==> src/rtl/multicycle_controller.sv <==
// Multi-cycle RV32I control unit: latches the fetched instruction and sequences
// FETCH/DECODE/EXEC/MEM/WB, with memory wait states, timeout trap, illegal trap and ECALL halt.
module multicycle_controller #(
  parameter int WORD        = 32,
  parameter int ALU_W       = 4,
  parameter int MEM_TIMEOUT = 15
) (
  input  logic             clk,
  input  logic             rst_n,
  input  logic             instrValid,
  input  logic [WORD-1:0]  instr,
  input  logic             memReady,
  output logic             instrReq,
  output logic             irLoad,
  output logic             regWrite,
  output logic             memRead,
  output logic             memWrite,
  output logic             aluSrcImm,
  output logic [ALU_W-1:0] aluControl,
  output logic             pcWrite,
  output logic             ecall,
  output logic             illegalInstr,
  output logic             memTimeout,
  output logic [2:0]       state
);

  typedef enum logic [2:0] {
    S_FETCH  = 3'd0,
    S_DECODE = 3'd1,
    S_EXEC   = 3'd2,
    S_MEM    = 3'd3,
    S_WB     = 3'd4,
    S_HALT   = 3'd5,
    S_TRAP   = 3'd6
  } state_t;

  localparam logic [6:0] OPC_LOAD   = 7'b0000011;
  localparam logic [6:0] OPC_STORE  = 7'b0100011;
  localparam logic [6:0] OPC_OP_IMM = 7'b0010011;
  localparam logic [6:0] OPC_OP     = 7'b0110011;
  localparam logic [6:0] OPC_LUI    = 7'b0110111;
  localparam logic [6:0] OPC_SYSTEM = 7'b1110011;

  localparam logic [ALU_W-1:0] ALU_ADD   = ALU_W'(0);
  localparam logic [ALU_W-1:0] ALU_SUB   = ALU_W'(1);
  localparam logic [ALU_W-1:0] ALU_AND   = ALU_W'(2);
  localparam logic [ALU_W-1:0] ALU_OR    = ALU_W'(3);
  localparam logic [ALU_W-1:0] ALU_XOR   = ALU_W'(4);
  localparam logic [ALU_W-1:0] ALU_SLT   = ALU_W'(5);
  localparam logic [ALU_W-1:0] ALU_SLTU  = ALU_W'(6);
  localparam logic [ALU_W-1:0] ALU_SLL   = ALU_W'(7);
  localparam logic [ALU_W-1:0] ALU_SRL   = ALU_W'(8);
  localparam logic [ALU_W-1:0] ALU_SRA   = ALU_W'(9);
  localparam logic [ALU_W-1:0] ALU_PASSB = ALU_W'(10);

  localparam int CNT_W = (MEM_TIMEOUT < 2) ? 1 : $clog2(MEM_TIMEOUT);
  localparam int LIMIT = (MEM_TIMEOUT > 0) ? MEM_TIMEOUT - 1 : 0;

  state_t            r_state;
  state_t            w_next_state;
  logic [WORD-1:0]   r_ir;
  logic [CNT_W-1:0]  r_cnt;
  logic              r_illegal;
  logic              r_timeout;

  logic [6:0]        w_opcode;
  logic [2:0]        w_f3;
  logic [6:0]        w_f7;
  logic [4:0]        w_rd;
  logic              w_legal;
  logic              w_is_ecall;
  logic              w_is_load;
  logic              w_is_store;
  logic              w_use_imm;
  logic [ALU_W-1:0]  w_alu;
  logic              w_mem_expire;

  assign w_opcode   = r_ir[6:0];
  assign w_rd       = r_ir[11:7];
  assign w_f3       = r_ir[14:12];
  assign w_f7       = r_ir[31:25];
  assign w_is_load  = (w_opcode == OPC_LOAD);
  assign w_is_store = (w_opcode == OPC_STORE);
  assign w_is_ecall = (w_opcode == OPC_SYSTEM) && (r_ir[31:7] == 25'd0);

  function automatic logic [ALU_W-1:0] alu_from_f3(input logic [2:0] f3, input logic alt);
    case (f3)
      3'b000:  alu_from_f3 = alt ? ALU_SUB : ALU_ADD;
      3'b001:  alu_from_f3 = ALU_SLL;
      3'b010:  alu_from_f3 = ALU_SLT;
      3'b011:  alu_from_f3 = ALU_SLTU;
      3'b100:  alu_from_f3 = ALU_XOR;
      3'b101:  alu_from_f3 = alt ? ALU_SRA : ALU_SRL;
      3'b110:  alu_from_f3 = ALU_OR;
      default: alu_from_f3 = ALU_AND;
    endcase
  endfunction

  // Instruction classification; only funct7 bit 5 selects the alternate op.
  always_comb begin
    w_legal   = 1'b0;
    w_use_imm = 1'b0;
    w_alu     = ALU_ADD;
    case (w_opcode)
      OPC_LOAD, OPC_STORE: begin
        w_legal   = (w_f3 == 3'b010);
        w_use_imm = 1'b1;
      end
      OPC_OP_IMM: begin
        w_use_imm = 1'b1;
        if (w_f3 == 3'b001) begin
          w_legal = (w_f7 == 7'b0000000);
          w_alu   = ALU_SLL;
        end else if (w_f3 == 3'b101) begin
          w_legal = (w_f7 == 7'b0000000) || (w_f7 == 7'b0100000);
          w_alu   = alu_from_f3(w_f3, w_f7[5]);
        end else begin
          w_legal = 1'b1;
          w_alu   = alu_from_f3(w_f3, 1'b0);
        end
      end
      OPC_OP: begin
        w_legal = (w_f7 == 7'b0000000) ||
                  ((w_f7 == 7'b0100000) && ((w_f3 == 3'b000) || (w_f3 == 3'b101)));
        w_alu   = alu_from_f3(w_f3, w_f7[5]);
      end
      OPC_LUI: begin
        w_legal   = 1'b1;
        w_use_imm = 1'b1;
        w_alu     = ALU_PASSB;
      end
      default: w_legal = 1'b0;
    endcase
  end

  generate
    if (MEM_TIMEOUT > 0) begin : g_timeout
      assign w_mem_expire = !memReady && (r_cnt == CNT_W'(LIMIT));
    end else begin : g_no_timeout
      assign w_mem_expire = 1'b0;
    end
  endgenerate

  always_ff @(posedge clk) begin
    if (!rst_n) r_state <= S_FETCH;
    else        r_state <= w_next_state;
  end

  always_ff @(posedge clk) begin
    if (!rst_n) begin
      r_ir      <= '0;
      r_cnt     <= '0;
      r_illegal <= 1'b0;
      r_timeout <= 1'b0;
    end else begin
      if (r_state == S_FETCH && instrValid) r_ir <= instr;
      if (r_state == S_MEM && !memReady && !w_mem_expire) r_cnt <= r_cnt + 1'b1;
      else                                                r_cnt <= '0;
      if (r_state == S_DECODE && !w_is_ecall && !w_legal) r_illegal <= 1'b1;
      if (r_state == S_MEM && w_mem_expire)               r_timeout <= 1'b1;
    end
  end

  always_comb begin
    w_next_state = r_state;
    case (r_state)
      S_FETCH:  if (instrValid) w_next_state = S_DECODE;
      S_DECODE: begin
        if (w_is_ecall)   w_next_state = S_HALT;
        else if (w_legal) w_next_state = S_EXEC;
        else              w_next_state = S_TRAP;
      end
      S_EXEC:   w_next_state = (w_is_load || w_is_store) ? S_MEM : S_WB;
      S_MEM: begin
        if (memReady)          w_next_state = w_is_load ? S_WB : S_FETCH;
        else if (w_mem_expire) w_next_state = S_TRAP;
      end
      S_WB:     w_next_state = S_FETCH;
      S_HALT:   w_next_state = S_HALT;
      S_TRAP:   w_next_state = S_TRAP;
      default:  w_next_state = S_FETCH;
    endcase
  end

  // Everything is forced low while reset is held so an aborted access drops at once.
  always_comb begin
    instrReq     = 1'b0;
    irLoad       = 1'b0;
    regWrite     = 1'b0;
    memRead      = 1'b0;
    memWrite     = 1'b0;
    aluSrcImm    = 1'b0;
    aluControl   = '0;
    pcWrite      = 1'b0;
    ecall        = 1'b0;
    illegalInstr = 1'b0;
    memTimeout   = 1'b0;
    state        = 3'd0;
    if (rst_n) begin
      illegalInstr = r_illegal;
      memTimeout   = r_timeout;
      state        = r_state;
      case (r_state)
        S_FETCH: begin
          instrReq = 1'b1;
          irLoad   = instrValid;
        end
        S_DECODE: ecall = w_is_ecall;
        S_EXEC: begin
          aluSrcImm  = w_use_imm;
          aluControl = w_alu;
        end
        S_MEM: begin
          aluControl = w_alu;
          memRead    = w_is_load;
          memWrite   = w_is_store;
          pcWrite    = w_is_store && memReady;
        end
        S_WB: begin
          aluControl = w_alu;
          regWrite   = (w_rd != 5'd0);
          pcWrite    = 1'b1;
        end
        default: ;
      endcase
    end
  end

endmodule

==> config.mk <==
export PLATFORM = sky130hd
export DESIGN_NAME = multicycle_controller
export DESIGN_NICKNAME = d
export VERILOG_FILES = /design/src/rtl/multicycle_controller.sv
export SDC_FILE = /design/constraint.sdc
export NUM_CORES = 1
export LEC_CHECK = 0
export BUFFER_PORTS_ARGS = -buffer_cell sky130_fd_sc_hd__buf_2
export CORE_MARGIN = 2
export CORE_UTILIZATION = 25
export DETAILED_ROUTE_END_ITERATION = 10
export SLEW_MARGIN = 20
export SYNTH_ARGS = -nofsm -noshare
export SYNTH_HDL_FRONTEND = slang
export SYNTH_SLANG_ARGS = --single-unit
==> constraint.sdc <==
create_clock -name clk -period 3.1 [get_ports clk]
set_input_delay 0.465 -clock clk [delete_from_list [all_inputs] [get_ports clk]]
set_output_delay 0.465 -clock clk [all_outputs]
set_load 0.05 [all_outputs]
=== After elaboration in Yosys (flattened, before gate mapping) ===
Cells that the tools add are included.

* Flip-flop bits (word level): 41
* Latch bits: 0
* RAM bits: 0
* Memory bits (read-only): 0
* Bits of input ports: 36
* Output and inout port bits: 17
* Logic and storage cells: 96
* Memories: 0

* Add/subtract/negate cells: 1
* Multipliers: 0
* Div/mod/pow operators: 0
* Order comparisons: 0
* Eq/ne operators: 22
* Shift-type cells: 0
* Mux-type cells: 40
* Bitwise logic cells: 0
* Reductions and logical operators: 28

{| class="wikitable"
|+ Operators with widths
! kind !! number
|-
| 7-bit by 6-bit equality test with 1-bit output, second input constant || 4
|-
| 4-bit case mux with 7 select lines || 1
|-
| 25-bit logical NOT || 1
|-
| 3-bit 2-to-1 mux || 8
|-
| 1-bit 2-to-1 mux || 22
|-
| 3-bit equality test, second input constant || 6
|-
| 3-bit case mux with 6 select lines || 1
|-
| 4-bit 2-to-1 mux || 4
|-
| 3-bit case mux with 5 select lines || 1
|-
| 3-bit by 2-bit equality test with 1-bit output, second input constant || 4
|-
| 4-bit case mux with 3 select lines || 1
|-
| 1-bit logical AND || 10
|-
| 7-bit by 2-bit equality test with 1-bit output, second input constant || 1
|-
| 7-bit by 5-bit equality test with 1-bit output, second input constant || 1
|-
| 7-bit equality test, second input constant || 1
|-
| 7-bit logical NOT || 1
|-
| 3-bit by 1-bit equality test with 1-bit output, second input constant || 2
|-
| 3-bit logical NOT || 2
|-
| 5-bit nonzero test || 1
|-
| 4-bit by 1-bit adder with 4-bit output, second input constant || 1
|-
| 4-bit equality test, second input constant || 1
|-
| 1-bit logical NOT || 4
|-
| 1-bit logical OR || 4
|-
| 1-bit case mux with 4 select lines || 1
|-
| other kinds (7) || 8
|}

=== Logic depth before layout (Yosys ltp) ===
Gate-level depths: netlist of run 1.

* Depth after elaboration: 8
* Gate-level depth with buffers: 7
* Mapped depth without buffers: 7

=== Least setup slack after synthesis of run 1 ===
No wires, ideal clock.

* Kind: reg-to-output
* Start point: register r_ir[12]
* End point: output ecall
* Data arrival time: 2902 ps
* Required time: 2635 ps
* Slack: -267 ps
* Stages on the path, launching flop included: 5
* Path buffers: 1
* Cell sequence: dfxtp_1 -> buf_6 -> or4_1 -> or4_4 -> nor4_1

* Longest elaborated chain between the ends: 4

{| class="wikitable"
|+ RTL lines
! what !! line !! text
|-
| start, declared || 61 || <nowiki>logic [WORD-1:0] r_ir;</nowiki>
|-
| start signal, assigned || 156 || <nowiki>if (r_state == S_FETCH && instrValid) r_ir <= instr;</nowiki>
|-
| 25-bit logical NOT || 84 || <nowiki>assign w_is_ecall = (w_opcode == OPC_SYSTEM) && (r_ir[31:7] == 25'd0);</nowiki>
|-
| 1-bit logical AND || 84 ||
|-
| 1-bit 2-to-1 mux || 203 || <nowiki>case (r_state)</nowiki>
|-
| 1-bit 2-to-1 mux || 199 || <nowiki>if (rst_n) begin</nowiki>
|-
| end, declared || 21 || <nowiki>output logic ecall,</nowiki>
|}

Every way passes these cells.

=== Worst setup path after layout of run 1 ===
Ends and elaborated chain as after synthesis.

==> results.json, run 1 <==
{
  "numCtsBuffers": 5,
  "ys_seq_elements": 41,
  "internal-power_mw": 1.038,
  "timing.rr.end": "r_state[1]$_SDFFE_PN0P_",
  "irDropWorstVdd_mv": 0.1737,
  "die_area_um2": 9027,
  "yosysTopAreaCell": "dfxtp_1",
  "syn2layout_area_growth_pct": 23.87,
  "grt_max_degree": 36,
  "synth_fp_nets": 303,
  "post_cts_buffers": 0,
  "synthCells": 265,
  "yosysTopAreaCellShare_pct": 39.64,
  "routedWlPerCell_um": 12.53,
  "placementRows": 33,
  "switching_share_pct": 31.17,
  "min_period_over_period_pct": 88.59,
  "num_antenna_cells": 0,
  "finClkSkew_ns": 0.003849,
  "hold_class": "in2reg",
  "placed_cell_area_um2": 2431,
  "synthArstFlopShare_pct": 0,
  "p_switching_uw": 470.1,
  "ys_types": 41,
  "numClockSinks": 41,
  "vias": 1912,
  "m1WireLength_mm": 2.447,
  "cts_root_buf": "clkbuf_8",
  "cts.clk_slew.worst_paths_ns": 0.08,
  "track_usage_pct": 12.09,
  "max_cap_viol_count": 0,
  "yosys_warnings": 0,
  "die_h_um": 95.01,
  "fin_util_pct": 31.53,
  "final_area_um2": 2565,
  "clock_latency_ns": 0.29,
  "max_clock_freq_mhz": 364.1,
  "ant_nets": 0,
  "yosys_most_used_dff": "dfxtp_1",
  "vias_per_cell": 4.574,
  "max_slew_margin_pct": 65.83,
  "grt_pass1_vias": 1797,
  "wl_met3_um": 262,
  "worst_pin_slew_ns": 0.5078,
  "fin_setup_tns_ns": 0,
  "cp.arrival_ns": 2.28,
  "report.power.total_mw": 1.508,
  "nNetsFinal": 350,
  "avgSynthCellArea_um2": 7.814,
  "antenna_found_initial": 0,
  "p_leak_nw": 1.051,
  "drt-total-wl_mm": 5.236,
  "dr.pass1.iters": 5,
  "yosysMostFrequentCell": "nand2_1",
  "place_congestion": 0.8504,
  "htreeDepth": 2,
  "hold_viol": 0,
  "power-per-cell-area_nw_per_um2": 588.0,
  "outcome": "complete, no violations",
  "synthTopCellsByArea": "dfxtp_1 (40%), nand2_1 (14%), a21boi_0 (12%)",
  "die_w_um": 95.01,
  "cts_tree": "yes",
  "endpoint": "ecall",
  "dp_hpwl_mm": 3.998,
  "drcViolationCount": 0,
  "grt_overflow_total": 0,
  "cts_resized": 0,
  "start_util_pct": 25.46,
  "rr_startpoint": "r_ir[12]$_SDFFE_PN0P_",
  "clockBufferDepth": 2,
  "io_buffer_count": 52,
  "routed-wl-met2_mm": 2.411,
  "combPwrFrac_pct": 23.7,
  "pwr-share-clk_pct": 33.4,
  "cts_hold_buffers": 0,
  "startpoint": "r_ir[12]$_SDFFE_PN0P_",
  "yosysSeqAreaShare_pct": 39.64,
  "grt_setup_unrepaired": "false",
  "crit_type": "reg2out",
  "cp-start-kind": "register",
  "slew_viol_final": 0,
  "synth_common_cells": "nand2_1 (75), dfxtp_1 (41), a21boi_0 (32), clkbuf_1 (13), nor2_1 (11)",
  "syn_area_um2": 2071,
  "grt_pass1_wl_mm": 8.514,
  "worst_setup_path_end_kind": "output pin",
  "r2r_slack_ns": 1.06,
  "setup_viol": 0,
  "power_frac_seq_pct": 42.9,
  "critPathRequiredTime_ns": 2.63,
  "drt_iter0_markers": 78,
  "top_layer": "met4",
  "drive_gt1_share_pct": 23.64,
  "synth_edf_count": 0,
  "core_um2": 8134,
  "critPathMaxFanout": 9,
  "finalWorstPathRequiredPeriod_ns": 2.746,
  "ff2ff_path_depth": 5,
  "ioPinCount": 53
}
[cell usage in the layout (no fill, tap or decap), types with 4 or more instances in the layout]
cell and count:
and2_1 9, a21oi_1 4, dfxtp_1 41, buf_2 52
a21boi_0 32, nand2_1 75, and3_1 4, o21ai_0 5
nor2_1 11, nor2b_1 8, nor3_1 5, inv_1 5
nor4_1 4, a211oi_1 4, clkbuf_8 5, nand3_1 7
[stage by stage]
stage	cells	setup WS, ns	hold slack [ns]
floorplan	265	0.3063	0.4297
detailed placement	410	0.6716	0.4574
global route	418	0.2166	0.4148
finish	418	0.3536	0.4138
global placement	410	0.6562	0.4447
CTS	418	0.3391	0.4090
[worst min-delay path by stage]
stage,startpoint,end,depth (start not counted)
2_1_floorplan,r_cnt[0]$_SDFF_PN0_,r_cnt[0]$_SDFF_PN0_,1
3_3_place_gp,r_timeout$_SDFFE_PN0P_,r_timeout$_SDFFE_PN0P_,1
3_5_place_dp,r_ir[16]$_SDFFE_PN0P_,r_ir[16]$_SDFFE_PN0P_,2
4_1_cts,instr[9],r_ir[9]$_SDFFE_PN0P_,3
5_1_grt,instr[11],r_ir[11]$_SDFFE_PN0P_,3
6_report,instr[9],r_ir[9]$_SDFFE_PN0P_,3
[cell families (layout without fill, tap and decap cells)]
group / Yosys count / in the layout / share of synthesized area [%]
AO/OA/AOI/OAI: 55 / 55 / 19.70
buffers and inverters: 20 / 68 / 4.048
adder cells (fa/ha/maj): 2 / 2 / 1.208
flip-flops: 41 / 41 / 39.64
XOR/XNOR: 4 / 4 / 1.692
AND/OR/NAND/NOR: 143 / 143 / 33.72
[registers in the layout, summed over array words and instances (netlist names)]
register	cells
r_ir	32
r_cnt	4
r_state	3
r_illegal	1
r_timeout	1
[power groups by stage]
stage | registers, mW | clock network (mW) | logic (mW)
floorplan | 0.627 | 0 | 0.288
global route | 0.659 | 0.539 | 0.403
CTS | 0.646 | 0.519 | 0.365
global placement | 0.655 | 0 | 0.360
detailed placement | 0.658 | 0 | 0.364
finish | 0.647 | 0.504 | 0.358
[worst max-delay path, stage by stage, from the launching register on]
cell and delay [ns]:
dfxtp_1 0.39, or4_1 0.54, or4_4 0.47, nor4_2 0.28
buf_2 0.31
[routing by layer]
metal | vias to the layer above | GRT usage, %
met5 | - | 0
met4 | 0 | 4.348
met3 | 9 | 3.241
met2 | 43 | 19.27
met1 | 867 | 15.73
li1 | 993 | -
[area by class of cell]
cell class,count,area [um2]
clock buffer,5,68.82
clock inverter,3,65.06
fill,893,5569
inverter,5,18.77
multi-input combinational,204,1177
sequential,41,820.8
tap,105,131.4
timing repair buffer,55,282.8
Power figures use the tool's default switching activity.
==> run 2, diff against run 1 <==
--- a/config.mk
+++ b/config.mk
@@ -5,6 +5,7 @@
 export SDC_FILE = /design/constraint.sdc
 export NUM_CORES = 1
 export LEC_CHECK = 0
+export ABC_AREA = 1
 export BUFFER_PORTS_ARGS = -buffer_cell sky130_fd_sc_hd__buf_2
 export CORE_MARGIN = 2
 export CORE_UTILIZATION = 25
==> run 2 against run 1 <==
Area after synthesis grew 3.0%; critical path depth grew 3; sequential share of layout area grew 0.19 points; highest routed layer unchanged; clock skew grew 0.0067 ns; routed wire length grew 7.9%; maximum frequency grew 10%; sequential power grew 16%; utilization shrank 0.65 points; non-clock buffer count shrank 2; synthesized cell count grew 17%; largest power group is now combinational logic; clock-buffer cell count is the same; largest cell class unchanged.
==> results.json, run 2 <==
{
  "syn_area_um2": 2133,
  "clock_latency_ns": 0.30,
  "place_congestion": 0.8313,
  "syn2layout_area_growth_pct": 19.53,
  "core_um2": 8258,
  "max_slew_margin_pct": 69.38,
  "die_w_um": 96.38,
  "synthCells": 309,
  "drcViolationCount": 0,
  "final_common_cell": "buf_2",
  "nNetsFinal": 395,
  "synth_fp_nets": 347,
  "synth_common_cells": "nand2_1 (51), nor2_1 (42), dfxtp_1 (41), a21oi_1 (39), inv_1 (37)",
  "start_util_pct": 25.83,
  "placementRows": 33,
  "ff2ff_path_depth": 6,
  "drt_iter0_markers": 107,
  "setup_viol": 0,
  "worst_setup_path_end_kind": "output pin",
  "regMostFlops": "r_ir",
  "regArea_um2": 820.8,
  "ys_seq_elements": 41,
  "power-per-cell-area_nw_per_um2": 725.4,
  "dp_hpwl_mm": 4.345,
  "max_clock_freq_mhz": 401.6,
  "dr.pass1.iters": 4,
  "synthTopCellsByArea": "dfxtp_1 (38%), a21oi_1 (9.1%), nand2_1 (9.0%)",
  "largestRegisters": "r_ir (32), r_cnt (4), r_state (3)",
  "clockBufferDepth": 2,
  "cp-start-kind": "register",
  "cts.clk_slew.worst_paths_ns": 0.09,
  "track_usage_pct": 12.59,
  "min_period_over_period_pct": 80.32,
  "antenna_found_initial": 0,
  "cts_root_buf": "clkbuf_8",
  "yosys_most_used_dff": "dfxtp_1",
  "vias": 2143,
  "yosys_warnings": 0,
  "timing.rr.end": "r_ir[20]$_SDFFE_PN0P_",
  "largest_register_ffs": 32,
  "r2r_slack_ns": 1.61,
  "grt_setup_unrepaired": "false",
  "grt_pass1_vias": 1924,
  "die_area_um2": 9288,
  "drt-total-wl_mm": 5.648,
  "num_antenna_cells": 0,
  "cp.arrival_ns": 2.03,
  "p_leak_nw": 1.120,
  "yosysMostFrequentCell": "nand2_1",
  "cts_resized": 0,
  "rr_startpoint": "r_state[2]$_SDFFE_PN0P_",
  "worst_pin_slew_ns": 0.4592,
  "critPathRequiredTime_ns": 2.63,
  "grt_max_degree": 53,
  "numCtsBuffers": 5,
  "ys_types": 32,
  "fin_setup_tns_ns": 0,
  "multi_input_area_um2": 1092,
  "hold_slack_ns": 0.4278,
  "hold-path-endpoint": "r_ir[24]$_SDFFE_PN0P_",
  "outcome": "complete, no violations",
  "yosysTopAreaCellShare_pct": 38.48,
  "fillCellCount": 928,
  "hold_viol": 0,
  "post_cts_buffers": 0,
  "slew_viol_final": 0,
  "crit_type": "reg2out",
  "io_buffer_count": 52,
  "yosysSeqAreaShare_pct": 38.48,
  "final_cell_mix": "buf_2 (52), nand2_1 (51), nor2_1 (42)",
  "drive_gt1_share_pct": 20.67,
  "irDropWorstVdd_mv": 0.1832,
  "min-delay-start": "instr[24]",
  "cts_hold_buffers": 0,
  "ant_nets": 0,
  "yosysTopAreaCell": "dfxtp_1",
  "cts_tree": "yes",
  "die_h_um": 96.38,
  "hold_class": "in2reg",
  "ioPinCount": 53,
  "grt_overflow_total": 0,
  "grt_pass1_wl_mm": 8.976,
  "hold_depth": 3,
  "vias_per_cell": 4.629,
  "avgSynthCellArea_um2": 6.904,
  "critPathMaxFanout": 3,
  "finClkSkew_ns": 0.01056,
  "htreeDepth": 2,
  "numClockSinks": 41,
  "finalWorstPathRequiredPeriod_ns": 2.490,
  "synth_edf_count": 0,
  "synthArstFlopShare_pct": 0,
  "max_cap_viol_count": 0,
  "routedWlPerCell_um": 12.20
}
[run 2: cell count changes after synthesis, sizes merged, moves of 7 or more]
cell,previous run,this run
and2,9,0
o21ai,6,24
nor2b,8,0
nand3,7,30
a21boi,32,0
clkbuf,13,3
a21oi,4,39
buf,2,9
inv,5,39
nor2,11,43
nand2,75,54
[run 2: cells by family after synthesis]
kind of cell | share of synthesized area, %
xor gates and xnor gates | 0.8213
DFF | 38.48
adders and majority gates | 1.173
and+or+nand+nor | 32.14
AOI/OAI and AO/OA | 16.77
buffers and inverters | 10.62
[run 2: worst max path at each step]
| stage | from | endpoint | depth (start not counted) |
|---|---|---|---|
| after floorplan | rst_n | ecall | 4 |
| after global placement | rst_n | pcWrite | 6 |
| after detailed placement | rst_n | aluControl[1] | 7 |
| after CTS | r_ir[29]$_SDFFE_PN0P_ | ecall | 7 |
| after global routing | r_ir[29]$_SDFFE_PN0P_ | ecall | 7 |
| final | r_ir[29]$_SDFFE_PN0P_ | ecall | 7 |
[run 2: worst max-delay path: stages, from the launching register on]
cell and delay [ns]:
dfxtp_1 0.32, nor2_1 0.15, nand2_1 0.06, nor2_1 0.23, nand2_1 0.11, nand3b_1 0.22
nor4_1 0.30, buf_2 0.34
[run 2: layer usage]
metal / wire length (um) / GRT usage [%] / up-vias
met5: 0 / 0 / -
met4: 131 / 4.812 / 0
met2: 2540 / 19.73 / 48
li1: - / - / 1111
met1: 2601 / 16.15 / 974
met3: 374 / 3.957 / 10
[run 2: power breakdown]
group	switching (mW)	leakage (nW)	total [mW]	internal (mW)
combinational	0.534	0.739	0.757	0.224
clock	0.189	0.0439	0.344	0.155
sequential	0.0931	0.337	0.748	0.655
total	0.816	1.12	1.85	1.03
[run 2: layout make-up]
class | count | area share (%)
tap | 105 | 5.152
multi-input combinational | 217 | 42.84
timing repair buffer | 53 | 10.50
clock buffer | 5 | 2.699
sequential | 41 | 32.19
clock inverter | 3 | 0.6869
inverter | 39 | 5.937
[run 2: metrics by stage]
| step | worst slack, ns | util, % | cell area (um2) | power [mW] | std cells |
|---|---|---|---|---|---|
| after detailed placement | 0.7256 | 29.83 | 2464 | 1.519 | 455 |
| after CTS | 0.6234 | 30.88 | 2550 | 1.865 | 463 |
| after floorplan | 0.2544 | - | 2140 | 1.370 | 309 |
| final | 0.6099 | 30.88 | 2550 | 1.850 | 463 |
| after global placement | 0.7763 | 29.83 | 2464 | 1.511 | 455 |
| after global routing | 0.5060 | 30.88 | 2550 | 1.991 | 463 |
==> run 3, diff against run 2 <==
==> constraint.sdc (replaced) <==
create_clock -name clk -period 2.4 [get_ports clk]
set_input_delay 0.36 -clock clk [delete_from_list [all_inputs] [get_ports clk]]
set_output_delay 0.36 -clock clk [all_outputs]
set_load 0.05 [all_outputs]
==> run 3 against run 2 <==
Setup slack got worse by 0.45 ns; design area rose by 1.4%; utilization rose by 0.42 points; die area did not move; clock-buffer cell count rose by 1; highest routed layer unchanged; global-route usage rose by 0.79 points; clock skew fell by 0.0032 ns; power rose by 30%; sequential share of layout area fell by 0.44 points; routed wire length rose by 2.1%; critical path depth fell by 1; sequential power rose by 29%.
==> results.json, run 3 (synthesis gave the netlist of run 2 again) <==
{
  "outcome": "complete, no violations",
  "numClockSinks": 41,
  "worst_pin_slew_ns": 0.4532,
  "hold_viol": 0,
  "ff2ff_path_depth": 6,
  "post_cts_buffers": 0,
  "setup_slack_ns": 0.1616,
  "cts_hold_buffers": 0,
  "max_clock_freq_mhz": 446.7,
  "core_um2": 8258,
  "dp_hpwl_mm": 4.531,
  "die_w_um": 96.38,
  "placed_cell_area_um2": 2500,
  "cts_resized": 0,
  "nNetsFinal": 397,
  "r2r_slack_ns": 0.94,
  "hold_slack_ns": 0.3144,
  "die_h_um": 96.38,
  "numCtsBuffers": 5,
  "fin_setup_tns_ns": 0,
  "placementRows": 33,
  "grt_setup_unrepaired": "false",
  "grt_pass1_vias": 2001,
  "htreeDepth": 2,
  "syn2layout_area_growth_pct": 21.17,
  "fin_util_pct": 31.30,
  "drt-total-wl_mm": 5.766,
  "finalWorstPathRequiredPeriod_ns": 2.238,
  "io_buffer_count": 52,
  "min-delay-start": "instr[24]",
  "place_ws_ns": 0.4346,
  "setup_viol": 0,
  "cts.clk_slew.worst_paths_ns": 0.08,
  "crit_path_cell_trace": "nand2_1 -> nor2_1 -> a21oi_1 -> a21o_1 -> a21oi_1 -> buf_2",
  "worst_setup_path_end_kind": "output pin",
  "irDropWorstVdd_mv": 0.3157,
  "min_period_over_period_pct": 93.27,
  "track_usage_pct": 13.38,
  "ant_nets": 0,
  "critPathMaxFanout": 7,
  "antenna_found_initial": 0,
  "num_antenna_cells": 0,
  "start_util_pct": 25.83,
  "cp_slowest_cell": "dfxtp_1",
  "cts_root_buf": "clkbuf_8",
  "crit_type": "reg2out",
  "timing.rr.end": "r_ir[21]$_SDFFE_PN0P_",
  "dp_cells": 457,
  "cts_tree": "yes",
  "hold_depth": 3,
  "routedWlPerCell_um": 12.40,
  "p_leak_nw": 1.138,
  "place_congestion": 0.8697,
  "rr_startpoint": "r_state[2]$_SDFFE_PN0P_",
  "report.power.total_mw": 2.401,
  "max_slew_margin_pct": 69.75,
  "largest_register_ffs": 32,
  "cp.arrival_ns": 1.88,
  "finClkSkew_ns": 0.007367,
  "slew_viol_final": 0,
  "crit_top_cell": "a21oi_1",
  "grt_overflow_total": 0,
  "vias": 2106,
  "cp-start-kind": "register",
  "die_area_um2": 9288,
  "drt_iter0_markers": 105,
  "dr.pass1.iters": 4,
  "drcViolationCount": 0,
  "hold-path-endpoint": "r_ir[24]$_SDFFE_PN0P_",
  "layout.cells.non_filler": 465,
  "grt_pass1_wl_mm": 9.411,
  "drive_gt1_share_pct": 21.39,
  "clock_latency_ns": 0.30,
  "final_area_um2": 2585,
  "vias_per_cell": 4.529,
  "critPathRequiredTime_ns": 2.04,
  "largestRegisters": "r_ir (32), r_cnt (4), r_state (3)",
  "hold_class": "in2reg",
  "regMostFlops": "r_ir",
  "final_cell_mix": "nand2_1 (51), buf_2 (51), nor2_1 (42)",
  "clockBufferDepth": 2,
  "power-per-cell-area_nw_per_um2": 928.8,
  "max_stage_delay_ns": 0.49,
  "grt_max_degree": 53,
  "ioPinCount": 53,
  "max_cap_viol_count": 0
}
[run 3: cell count changes in the layout (fill, tap and decap cells not counted)]
cell	previous run	this run
clkbuf_1	0	1
buf_4	1	4
nor4_2	1	2
nor4_1	2	0
nor4_4	0	1
clkinvlp_4	1	0
buf_2	52	51
[run 3: area by class of cell]
| class | instances | area, um2 |
|---|---|---|
| Clock inverter | 2 | 10.01 |
| Tap cell | 105 | 131.4 |
| Fill cell | 948 | 5673 |
| Multi-Input combinational cell | 217 | 1114 |
| Sequential cell | 41 | 820.8 |
| Timing Repair Buffer | 55 | 285.3 |
| Inverter | 39 | 151.4 |
| Clock buffer | 6 | 72.57 |
[run 3: worst max-delay path by stage]
stage | from | slack [ns] | end
after global placement | rst_n | 0.44 | pcWrite
after floorplan | rst_n | -0.03 | aluControl[0]
after detailed placement | rst_n | 0.43 | pcWrite
after CTS | r_ir[29]$_SDFFE_PN0P_ | 0.15 | ecall
after global routing | r_ir[29]$_SDFFE_PN0P_ | 0.01 | ecall
final | r_state[2]$_SDFFE_PN0P_ | 0.16 | aluControl[0]
[run 3: worst max-delay path, delay by kind of cell (launching register included)]
kind,cells,cell delay [ns]
AOI/OAI and AO/OA,3,0.46
buffers and inverters,1,0.29
DFF,1,0.49
and+or+nand+nor,2,0.34
[run 3: power breakdown]
group	leakage [nW]	switching [mW]	internal [mW]	total [mW]
logic	0.755	0.695	0.292	0.987
clock network	0.0450	0.246	0.202	0.448
registers	0.337	0.121	0.846	0.967
total	1.14	1.06	1.34	2.40
[run 3: layer usage]
metal | track usage (%) | vias to the layer above | routed length [um]
met1 | 17.80 | 939 | 2721
met3 | 3.724 | 9 | 289
li1 | - | 1116 | -
met5 | 0 | - | 0
met2 | 21.35 | 42 | 2669
met4 | 3.521 | 0 | 85
